File: config.mk
export PLATFORM = sky130hd
export DESIGN_NAME = wb_write_arbiter
export DESIGN_NICKNAME = d
export VERILOG_FILES = /design/src/rtl/wb_pkg.sv /design/src/rtl/wb_fifo.sv /design/src/rtl/wb_write_arbiter.sv
export SDC_FILE = /design/constraint.sdc
export NUM_CORES = 1
export LEC_CHECK = 0
export BUFFER_PORTS_ARGS = -buffer_cell sky130_fd_sc_hd__buf_2
export CAP_MARGIN = 20
export CELL_PAD_IN_SITES_DETAIL_PLACEMENT = 1
export CELL_PAD_IN_SITES_GLOBAL_PLACEMENT = 2
export CORE_ASPECT_RATIO = 0.75
export CORE_UTILIZATION = 39
export DETAILED_ROUTE_END_ITERATION = 7
export PLACE_DENSITY = 0.84
export SLEW_MARGIN = 10
export SYNTH_ARGS = -nofsm -noshare
export SYNTH_HDL_FRONTEND = slang
export SYNTH_HIERARCHICAL = 1
export SYNTH_SLANG_ARGS = --single-unit
File: constraint.sdc
create_clock -name clk -period 3.95 [get_ports clk]
set_input_delay 0.5925 -clock clk [delete_from_list [all_inputs] [get_ports clk]]
set_output_delay 0.5925 -clock clk [all_outputs]
set_load 0.02 [all_outputs]
File: src/rtl/wb_pkg.sv
// Shared types and helpers for the register-file writeback arbiter.
package wb_pkg;

  localparam int WB_AW = 5;
  localparam int WB_DW = 32;

  // One buffered writeback: destination register and the value to write.
  typedef struct packed {
    logic [WB_AW-1:0] addr;
    logic [WB_DW-1:0] data;
  } wb_entry_t;

  // One-hot register mask; register 0 is hardwired and never marked pending.
  function automatic logic [31:0] onehot32(input logic [WB_AW-1:0] addr);
    logic [31:0] m;
    m    = 32'd1 << addr;
    m[0] = 1'b0;
    return m;
  endfunction

endpackage

File: src/rtl/wb_fifo.sv
// In-order writeback FIFO with an explicit occupancy counter and a per-slot
// valid view so the parent can build the pending-write mask.
module wb_fifo
  import wb_pkg::*;
#(
  parameter int DEPTH = 4
) (
  input  logic                     clk,
  input  logic                     rst,
  input  logic                     push,
  input  wb_entry_t                din,
  input  logic                     pop,
  output wb_entry_t                head,
  output logic                     full,
  output logic                     empty,
  output logic [$clog2(DEPTH):0]   count,
  output wb_entry_t                entries [DEPTH],
  output logic [DEPTH-1:0]         entry_valid
);

  localparam int PW = $clog2(DEPTH);
  localparam int CW = PW + 1;

  wb_entry_t        r_mem [DEPTH];
  logic [DEPTH-1:0] r_vld;
  logic [PW-1:0]    r_wr_ptr;
  logic [PW-1:0]    r_rd_ptr;
  logic [CW-1:0]    r_count;

  logic w_do_push;
  logic w_do_pop;

  assign full      = (r_count == CW'(DEPTH));
  assign empty     = (r_count == '0);
  assign w_do_push = push && !full;
  assign w_do_pop  = pop && !empty;

  // Pointers, slot valid bits and occupancy; pointers wrap naturally (power of two).
  always_ff @(posedge clk or negedge rst) begin
    if (!rst) begin
      r_wr_ptr <= '0;
      r_rd_ptr <= '0;
      r_count  <= '0;
      r_vld    <= '0;
    end else begin
      if (w_do_push) begin
        r_vld[r_wr_ptr] <= 1'b1;
        r_wr_ptr        <= r_wr_ptr + 1'b1;
      end
      if (w_do_pop) begin
        r_vld[r_rd_ptr] <= 1'b0;
        r_rd_ptr        <= r_rd_ptr + 1'b1;
      end
      case ({w_do_push, w_do_pop})
        2'b10:   r_count <= r_count + 1'b1;
        2'b01:   r_count <= r_count - 1'b1;
        default: r_count <= r_count;
      endcase
    end
  end

  // Payload storage; contents are qualified by r_vld so no reset is needed.
  always_ff @(posedge clk) begin
    if (w_do_push) r_mem[r_wr_ptr] <= din;
  end

  // Head presented combinationally, zero when nothing is buffered.
  always_comb begin
    head = '0;
    if (!empty) head = r_mem[r_rd_ptr];
  end

  assign entries     = r_mem;
  assign entry_valid = r_vld;
  assign count       = r_count;

endmodule

File: src/rtl/wb_write_arbiter.sv
// Writer side of the register file write port. Merges ALU and load-unit
// writebacks (load has fixed priority), buffers them in order, and drains
// one write per cycle. Exports a pending-write mask for hazard logic.
// Optional macro WB_BYPASS_EN: zero-latency write when the FIFO is empty
// and the port is not stalled.
//
// Handshake: a request transfers on a rising edge where valid && ready.
// ready depends only on registered occupancy (and mem_valid for the ALU),
// never on the same-cycle pop, so there is no ready->reg_we path.
module wb_write_arbiter
  import wb_pkg::*;
#(
  parameter int DEPTH = 4,
  parameter int AW    = WB_AW,  // must match the package entry type
  parameter int DW    = WB_DW
) (
  input  logic                     clk,
  input  logic                     rst,
  input  logic                     alu_valid,
  output logic                     alu_ready,
  input  logic [AW-1:0]            alu_addr,
  input  logic [DW-1:0]            alu_data,
  input  logic                     mem_valid,
  output logic                     mem_ready,
  input  logic [AW-1:0]            mem_addr,
  input  logic [DW-1:0]            mem_data,
  input  logic                     wb_stall,
  output logic [AW-1:0]            reg_W_addr,
  output logic [DW-1:0]            wdata,
  output logic                     reg_we,
  output logic [31:0]              pending_mask,
  output logic [$clog2(DEPTH):0]   fifo_count
);

  localparam int CW = $clog2(DEPTH) + 1;

  logic             w_space;
  logic             w_sel_mem;
  logic             w_sel_alu;
  logic [AW-1:0]    w_req_addr;
  logic [DW-1:0]    w_req_data;
  logic             w_accept;
  logic             w_bypass;
  logic             w_push;
  logic             w_pop;
  logic             w_full;
  logic             w_empty;
  logic [CW-1:0]    w_count;
  wb_entry_t        w_din;
  wb_entry_t        w_head;
  wb_entry_t        w_entries [DEPTH];
  logic [DEPTH-1:0] w_entry_valid;

  // Space is decided from registered occupancy only; both ready low in reset.
  assign w_space   = (w_count < CW'(DEPTH));
  assign mem_ready = rst && w_space;
  assign alu_ready = rst && w_space && !mem_valid;

  assign w_sel_mem = mem_valid && mem_ready;
  assign w_sel_alu = alu_valid && alu_ready;

  // Select the winning request payload (load unit first).
  always_comb begin
    w_req_addr = alu_addr;
    w_req_data = alu_data;
    if (w_sel_mem) begin
      w_req_addr = mem_addr;
      w_req_data = mem_data;
    end
  end

  // Writes to register 0 are handshaken but dropped.
  assign w_accept = (w_sel_mem || w_sel_alu) && (w_req_addr != '0);

`ifdef WB_BYPASS_EN
  assign w_bypass = w_accept && w_empty && !wb_stall;
`else
  assign w_bypass = 1'b0;
`endif

  assign w_push     = w_accept && !w_bypass;
  assign w_pop      = !w_empty && !wb_stall;
  assign w_din.addr = w_req_addr;
  assign w_din.data = w_req_data;

  wb_fifo #(.DEPTH(DEPTH)) u_fifo (
    .clk         (clk),
    .rst         (rst),
    .push        (w_push),
    .din         (w_din),
    .pop         (w_pop),
    .head        (w_head),
    .full        (w_full),
    .empty       (w_empty),
    .count       (w_count),
    .entries     (w_entries),
    .entry_valid (w_entry_valid)
  );

  // Drive the write port from the bypassed request or the FIFO head.
  always_comb begin
    reg_W_addr = '0;
    wdata      = '0;
    if (w_bypass) begin
      reg_W_addr = w_req_addr;
      wdata      = w_req_data;
    end else if (w_pop) begin
      reg_W_addr = w_head.addr;
      wdata      = w_head.data;
    end
  end

  assign reg_we = w_pop || w_bypass;

  // Pending mask: OR of one-hot destinations over all occupied slots.
  always_comb begin
    pending_mask = '0;
    for (int i = 0; i < DEPTH; i++) begin
      if (w_entry_valid[i]) pending_mask = pending_mask | onehot32(w_entries[i].addr);
    end
  end

  assign fifo_count = w_count;

  // w_full is implied by w_space; kept visible for checker binding.
  logic w_unused_full;
  assign w_unused_full = w_full;

endmodule

Word-level counts from Yosys, hierarchy flattened
Cells that the tools add are included.

Flip-flop bits (word level): 159. Input bits: 79. Output and inout bits: 75. Word-level logic and storage cells: 80.

Add/sub/neg operators: 4. Magnitude comparators: 8. Eq/ne operators: 3. Shift operators: 4. Muxes and demuxes: 22. Bitwise gates (word level): 8. Reductions and logical operators: 19.

Operator list (number): two-way mux 32 bit (6); bitwise mux 148 bit (1); two-way mux 37 bit (4); << shifter 1 x 5 -> 32 bit, first input constant (4); bitwise OR 32 bit (3); binary-select mux 37 bit (select 2 bit) (1); demux 37 bit (select 2 bit) (1); logical AND 1 bit (11); two-way mux 5 bit (2); two-way mux 4 bit (2); >= comparator 3 bit, second input constant (2); less-than comparator 2 x 3 -> 1 bit, second input constant (2); inverter 2 -> 3 bit (2); case mux 3 bit (2 select lines) (1); nonzero test 5 bit (1); adder 2 x 1 -> 2 bit, second input constant (2); AND 4 bit (1); demux 1 bit (select 2 bit) (2); >= comparator 2 x 1 -> 1 bit, second input constant (2); zero test 1 bit (4); inverter 4 bit (1); bitwise OR 4 bit (1); adder 3 x 1 -> 3 bit, second input constant (1); equality test 3 bit, second input constant (1); 9 further kinds (10).

Depth between registers and ports, before layout
Gate-level depths: netlist of the first run.

Word-level depth: 10. Depth in mapped cells: 12. Depth with buffers taken out: 10.

By module
Netlist of the first run, hierarchy kept.

By module, submodules not included: wb_fifo (instances 1, cells an instance 288, area each 6222.2 um2, sequential area each 4719.5 um2); wb_write_arbiter (instances 1, cells an instance 232, area each 1815.5 um2, sequential area each 0.0 um2).

Worst setup path before layout of the first run
Ideal clock, no wire load.

Kind: input-to-reg. Start point: in rst. End point: reg u_fifo.r_mem, in the netlist u_fifo/entries[0] (enable). Setup time: 0.433 ns. Data arrival time: 3.266 ns. Data required time: 3.517 ns. Slack: 0.251 ns. Stages: 7. Path buffers: 2. Cell sequence: nor2b_4 > nand2_1 > buf_2 > buf_6 > o21ai_0 > nand2_1 > nor2_1.

Longest elaborated chain between the ends: 6. Elaborated cells between the ends (all ways): 9. Classes of those cells: mux: 1; reduce/logical: 8.

Ends and longest elaborated chain: from (decl) (line wb_write_arbiter.sv:18) `input logic rst,`; logical AND 1 bit (*) (line wb_write_arbiter.sv:56, wb_write_arbiter.sv:57); logical AND 1 bit (on tied branches) (line wb_write_arbiter.sv:59, wb_write_arbiter.sv:57); two-way mux 5 bit or logical AND 1 bit (tied branches) (line wb_write_arbiter.sv:66, wb_write_arbiter.sv:60); nonzero test 5 bit or logical OR 1 bit (tied branches) (line wb_write_arbiter.sv:73) `assign w_accept = (w_sel_mem || w_sel_alu) && (w_req_addr != '0);`; logical AND 1 bit (*) (line wb_write_arbiter.sv:73); via w_accept (line wb_write_arbiter.sv:42) `logic w_accept;`; logical AND 1 bit (*) (line wb_fifo.sv:35) `assign w_do_push = push && !full;`; to (signal, indexed assignment) (line wb_fifo.sv:64) `if (w_do_push) r_mem[r_wr_ptr] <= din;`; to (decl) (line wb_fifo.sv:24) `wb_entry_t r_mem [DEPTH];`.

Mark *: on every way through the listed nets, which the timed path passes. The rest lies on a longest branch. A chain may end at the register's enable or synchronous reset.

==> flow_metrics.tcl, run 1 <==
set metrics [dict create \
    status "finished, final reports clean" \
    vdd_drop_max_uv 302 \
    drt_wl_total_mm 22.0 \
    total_leakage_power_nw 3.58 \
    h-tree-depth 4 \
    routed_via_density 5.75 \
    dp.cells 917 \
    start_util 0.398 \
    fin_ws_ns 0.901 \
    drt_iter0_markers 386 \
    gp_congestion 0.905 \
    finalHoldViolations 0 \
    core_area_mm2 0.0202 \
    drive_above_1_share 0.416 \
    grt_max_degree 42 \
    path_clk_slew_ns 0.06 \
    async_flop_share 0.0692 \
    power_mw 6.18 \
    grt_overflow 0 \
    antenna_cells 0 \
    final_common_cell "buf_2" \
    synth_edf_count 148 \
    drc_errors 0 \
    num_rows 45 \
    post_cts_resized 0 \
    synth.cell_area_mm2 0.00804 \
    die_w_um 168 \
    pre_cts_ws_ns 0.789 \
    tritoncts "done" \
    end_kind "output pin" \
    vias 5454 \
    wl_met1_mm 10.2 \
    final_cell_mix "buf_2, edfxtp_1, nor2b_1, and2_1, mux2_2" \
    setup-tns-final_ns 0 \
    reg2reg_from "u_fifo/count[2]" \
    synth_ff_type "edfxtp_1" \
    synth_seq_cells 159 \
    die_h_um 126 \
    clock_skew_ns 0.00798 \
    cap_violations 0 \
    critPathArrivalTime_ns 2.46 \
    cts_inserted_buffers 17 \
    post-route-util 0.479 \
    reg2reg_depth 6 \
    slew_headroom 0.317 \
    synth_cells 520 \
    ant_nets 0 \
    fmax_ghz 0.328 \
    power-per-cell-area_mw_per_mm2 639 \
    endpoint "reg_W_addr[4]" \
    antenna_found_initial 0 \
    yosysWarnings 6 \
    hold_buffers 0 \
    grt_pass1_vias 5654 \
    ios 154 \
    yosysSeqAreaShare 0.587 \
    synth_area_per_cell_um2 15.5 \
    startpoint "u_fifo/r_rd_ptr[0]" \
    top_layer "met4" \
    r2r-end "u_fifo/entries[116]" \
    wl_met3_mm 1.58 \
    dp_hpwl_mm 15.6 \
    fin_crit_sh 0.772 \
    worstSkewPairLatency_ns 0.42 \
    synth_nets 609 \
    cts-root-buf "clkbuf_16" \
    areaGrowthSynthToFinish_pct 20.4 \
    cts_max_path_buffers 2 \
    maxSlewViolCount 0 \
    routed-wl-met2_mm 10.0 \
    track_usage 0.216 \
    cts_setup_buffers 0 \
    setup_viol 0 \
    cp.required_ns 3.36 \
    tightest_slew_ns 1.02 \
    cts_sinks 159 \
    numPortBuffers 152 \
    final_nets 767 \
    min_period_ns 3.05 \
    critPathKind "reg2out" \
    drtPass1Iterations 5 \
    final_cells 948 \
    hp-class "in2async" \
    critPathMaxFanout 26 \
    die_area_mm2 0.0212 \
    rsz0062_at_grt "no" \
    synth.distinct_cells 51 \
    rrSetupSlack_ns 1.31 \
    routedWlPerCell_um 23.2 \
    grt_pass1_wl_mm 33.9 \
    critPathLaunchType "register" \
]
-- worst min path at each step --
stage / end / depth (start not counted)
final: u_fifo/r_wr_ptr[0] / 1
after global routing: u_fifo/r_wr_ptr[1] / 1
after CTS: u_fifo/r_wr_ptr[0] / 1
after detailed placement: u_fifo/r_wr_ptr[0] / 1
after global placement: u_fifo/r_wr_ptr[0] / 1
after floorplan: u_fifo/count[0] / 0
-- flip-flops by register name, summed over array words and instances (netlist names) --
register            flops
u_fifo/entry_valid      4
u_fifo/r_rd_ptr         2
u_fifo/count            3
u_fifo/entries        148
u_fifo/r_wr_ptr         2
-- critical path, cell delays in order, from the launching register on --
cell	delay, ns
dfrtp_2	0.68
buf_12	0.30
mux4_2	0.53
nor2b_1	0.16
and2_1	0.19
buf_2	0.17
-- cell families (layout without fill, tap and decap cells) --
group | count (synthesis) | count (layout) | synth area share
simple gates | 165 | 165 | 0.135
fa+ha+maj | 10 | 10 | 0.0165
other cells | 1 | 1 | 0.000467
compound gates | 68 | 68 | 0.0705
mux | 77 | 77 | 0.160
flops | 159 | 159 | 0.587
buf+inv | 35 | 205 | 0.0254
xor+xnor | 5 | 5 | 0.00545
-- final cells by class --
cell class | count | area [µm²]
multi-input combinational | 326 | 3160
tap | 258 | 323
sequential | 159 | 4720
fill | 2050 | 10500
timing repair buffer | 164 | 863
clock buffer | 19 | 433
inverter | 10 | 37.5
clock inverter | 12 | 144
-- metal layers --
layer / vias to the layer above / global-route usage
li1: 2406 / -
met1: 2782 / 0.304
met2: 245 / 0.334
met3: 21 / 0.0521
met4: 0 / 0.0583
met5: - / 0
-- synthesized netlist by cell type, drive strengths merged, types with 2 or more instances --
library cell  count  share of area
nand4b            7         0.0076
a221o             7         0.0087
nand2b            9         0.0070
nand4             2         0.0016
o32a              2         0.0025
nor4bb            2         0.0025
o221ai           23          0.025
or4               2         0.0019
nor2b            48          0.038
nand2            10         0.0047
and4b             2         0.0025
and2             43          0.033
xor2              2         0.0022
mux2             39          0.055
buf              15          0.016
a2bb2oi           4         0.0044
mux4             37           0.10
xnor2             3         0.0033
dfrtp            11          0.034
a32oi             2         0.0022
nand3b            3         0.0028
nand3             5         0.0031
o22ai             8         0.0062
o22a              6         0.0065
nand4bb           2         0.0028
nor2             14         0.0065
or4b              3         0.0051
or2               3         0.0023
edfxtp          148           0.55
and4bb            4         0.0062
clkbuf           10         0.0048
and3              2         0.0016
ha                9          0.014
and4              2         0.0022
inv              10         0.0047
a22oi            13          0.012
-- through the flow --
| step | instance area [µm²] | hold slack (ns) |
|---|---|---|
| 6_report | 9680 | 0.0438 |
| 5_1_grt | 9680 | 0.0376 |
| 4_1_cts | 9680 | 0.0295 |
| 3_5_place_dp | 9100 | 0.493 |
| 3_3_place_gp | 9100 | 0.488 |
| 2_1_floorplan | 8040 | 0.297 |
-- report_power, final --
group	internal (mW)	leakage, nW	switching, mW
logic	1.00	1.84	1.12
clock network	0.983	0.274	0.625
registers	2.13	1.47	0.319
total	4.11	3.58	2.07
(Power assumes the default switching activity.)
==> run 2: changes to the inputs <==
--- a/config.mk
+++ b/config.mk
@@ -5,14 +5,15 @@
 export SDC_FILE = /design/constraint.sdc
 export NUM_CORES = 1
 export LEC_CHECK = 0
+export ABC_AREA = 1
 export BUFFER_PORTS_ARGS = -buffer_cell sky130_fd_sc_hd__buf_2
 export CAP_MARGIN = 20
 export CELL_PAD_IN_SITES_DETAIL_PLACEMENT = 1
 export CELL_PAD_IN_SITES_GLOBAL_PLACEMENT = 2
 export CORE_ASPECT_RATIO = 0.75
-export CORE_UTILIZATION = 39
+export CORE_UTILIZATION = 31
 export DETAILED_ROUTE_END_ITERATION = 7
-export PLACE_DENSITY = 0.84
+export PLACE_DENSITY = 0.81
 export SLEW_MARGIN = 10
 export SYNTH_ARGS = -nofsm -noshare
 export SYNTH_HDL_FRONTEND = slang
==> constraint.sdc (replaced) <==
create_clock -name clk -period 2.8 [get_ports clk]
set_input_delay 0.42 -clock clk [delete_from_list [all_inputs] [get_ports clk]]
set_output_delay 0.42 -clock clk [all_outputs]
set_load 0.02 [all_outputs]
==> flow_metrics.tcl, run 2 <==
set metrics [dict create \
    status "finished, final reports clean" \
    use_met3 0.0427 \
    holdPathEnd "u_fifo/entries[28]" \
    grt_pass1_vias 7328 \
    drive_above_1_share 0.222 \
    grt_overflow 0 \
    power-per-cell-area_mw_per_mm2 909 \
    drt_iter0_markers 366 \
    areaGrowthSynthToFinish_pct 20.6 \
    maxSlewViolCount 0 \
    die_h_um 147 \
    path_cells "inv_2 > buf_4 > nand2_1 > nand2_1 > nand2_1 > a21oi_1 > inv_1 > nor2_1 > buf_2" \
    top_usage_layer "met2" \
    yosysWarnings 6 \
    dp_hpwl_mm 18.4 \
    hp-class "in2reg" \
    hold_path_depth 2 \
    fin_crit_sh 0.927 \
    cp_top_family "buffers and inverters" \
    ios 154 \
    end_kind "output pin" \
    cts_max_path_buffers 2 \
    antenna_found_initial 0 \
    routedWlPerCell_um 17.7 \
    finalHoldViolations 0 \
    worstSkewPairLatency_ns 0.43 \
    total_leakage_power_nw 4.82 \
    slowest_stage "dfrtp_2" \
    synth_nets 1078 \
    numPortBuffers 152 \
    vias 7342 \
    die_w_um 195 \
    drtPass1Iterations 5 \
    reg2reg_from "u_fifo/count[2]" \
    grt_pass1_wl_mm 41.1 \
    clock_skew_ns 0.00739 \
    tritoncts "done" \
    drc_errors 0 \
    final_nets 1234 \
    cts_sinks 159 \
    post_dp_cell_area_mm2 0.00983 \
    cts_inserted_buffers 17 \
    vdd_drop_max_uv 399 \
    antenna_cells 0 \
    synth_area_per_cell_um2 8.76 \
    min_period_ns 2.60 \
    max_stage_delay_ns 0.43 \
    cts-root-buf "clkbuf_16" \
    reg2reg_depth 13 \
    setup-tns-final_ns 0 \
    h-tree-depth 4 \
    met1_usage 0.267 \
    die_area_mm2 0.0286 \
    final_common_cell "nand2_1" \
    rrSetupSlack_ns 0.36 \
    fin_area_mm2 0.0105 \
    critPathKind "reg2out" \
    ant_nets 0 \
    grt_max_degree 77 \
    crit_top_cell "nand2_1" \
    cap_violations 0 \
    critPathLaunchType "register" \
    hp-start "alu_data[28]" \
    largest_reg_flops 148 \
    cp.required_ns 2.38 \
    synth_cells 989 \
    drt_wl_total_mm 26.6 \
    path_clk_slew_ns 0.06 \
    r2r-end "u_fifo/count[2]" \
    gp_congestion 0.914 \
    final-seq-area_mm2 0.00472 \
    critPathBufInv 4 \
    core_area_mm2 0.0272 \
    num_rows 52 \
    fmax_ghz 0.385 \
    critPathArrivalTime_ns 2.18 \
    multi_input_area_mm2 0.00325 \
    routed_via_density 4.87 \
    fillers 3225 \
    track_usage 0.188 \
    critPathMaxFanout 18 \
    tightest_slew_ns 0.773 \
    start_util 0.319 \
    slew_headroom 0.481 \
    final_cell_mix "nand2_1, buf_2, edfxtp_1, inv_1, nor2_1" \
    synth.cell_area_mm2 0.00867 \
    grtUsageMet2 0.290 \
    setup_viol 0 \
]
## run 2: how the worst max path moves through the flow
stage	start	to	slack (ns)	depth (start not counted)
floorplan	u_fifo/count[2]	u_fifo/count[2]	0.15	13
global placement	rst	u_fifo/count[2]	0.37	14
detailed placement	mem_valid	u_fifo/count[2]	0.25	13
CTS	u_fifo/count[1]	reg_W_addr[3]	0.03	7
global route	rst	u_fifo/count[2]	-0.01	15
finish	u_fifo/r_rd_ptr[0]	reg_W_addr[1]	0.20	9
## run 2: layout make-up
class,count,area share
sequential,159,0.452
multi-input combinational,673,0.311
timing repair buffer,176,0.0971
inverter,118,0.0426
tap,351,0.0420
clock buffer,19,0.0414
clock inverter,13,0.0138
## run 2: what timing repair did
item,4_1_cts,5_1_grt
endpoints found under the hold margin,7,0
hold buffers,1,0
resized for setup,1,4
setup endpoints to repair,1,8
buffers inserted,0,0
cloned,0,1
## run 2: metrics by stage
step	hold WS [ns]	total power, mW	util	cells	worst slack (ns)
finish	0.330	9.51	0.384	1509	0.204
detailed placement	0.452	7.24	0.362	1475	0.251
global route	0.324	10.2	0.384	1509	-0.0149
global placement	0.440	7.18	0.362	1475	0.369
CTS	0.318	9.57	0.383	1508	0.0311
floorplan	0.124	5.94	-	989	0.146
## run 2: where the power goes
group	leakage [nW]	switching (mW)	internal [mW]
clock network	0.279	0.907	1.39
logic	3.07	2.84	1.24
registers	1.47	0.159	2.98
total	4.82	3.90	5.60
## run 2: worst register-to-register path, stage by stage (launching register included)
cell,delay (ns)
dfrtp_1,0.40
inv_1,0.14
nand3_2,0.17
o21ai_1,0.23
nand2_1,0.08
nor2_1,0.11
nor2_1,0.06
nand2_1,0.15
ha_1,0.19
inv_1,0.07
fa_1,0.39
nand2_1,0.09
nand3b_1,0.10
xor2_1,0.15
## run 2: metal layers
metal / share of wire / vias to the layer above
met1: 0.49 / 3566
met4: 0.0096 / 0
met2: 0.44 / 209
li1: - / 3543
met5: 0 / -
met3: 0.056 / 24
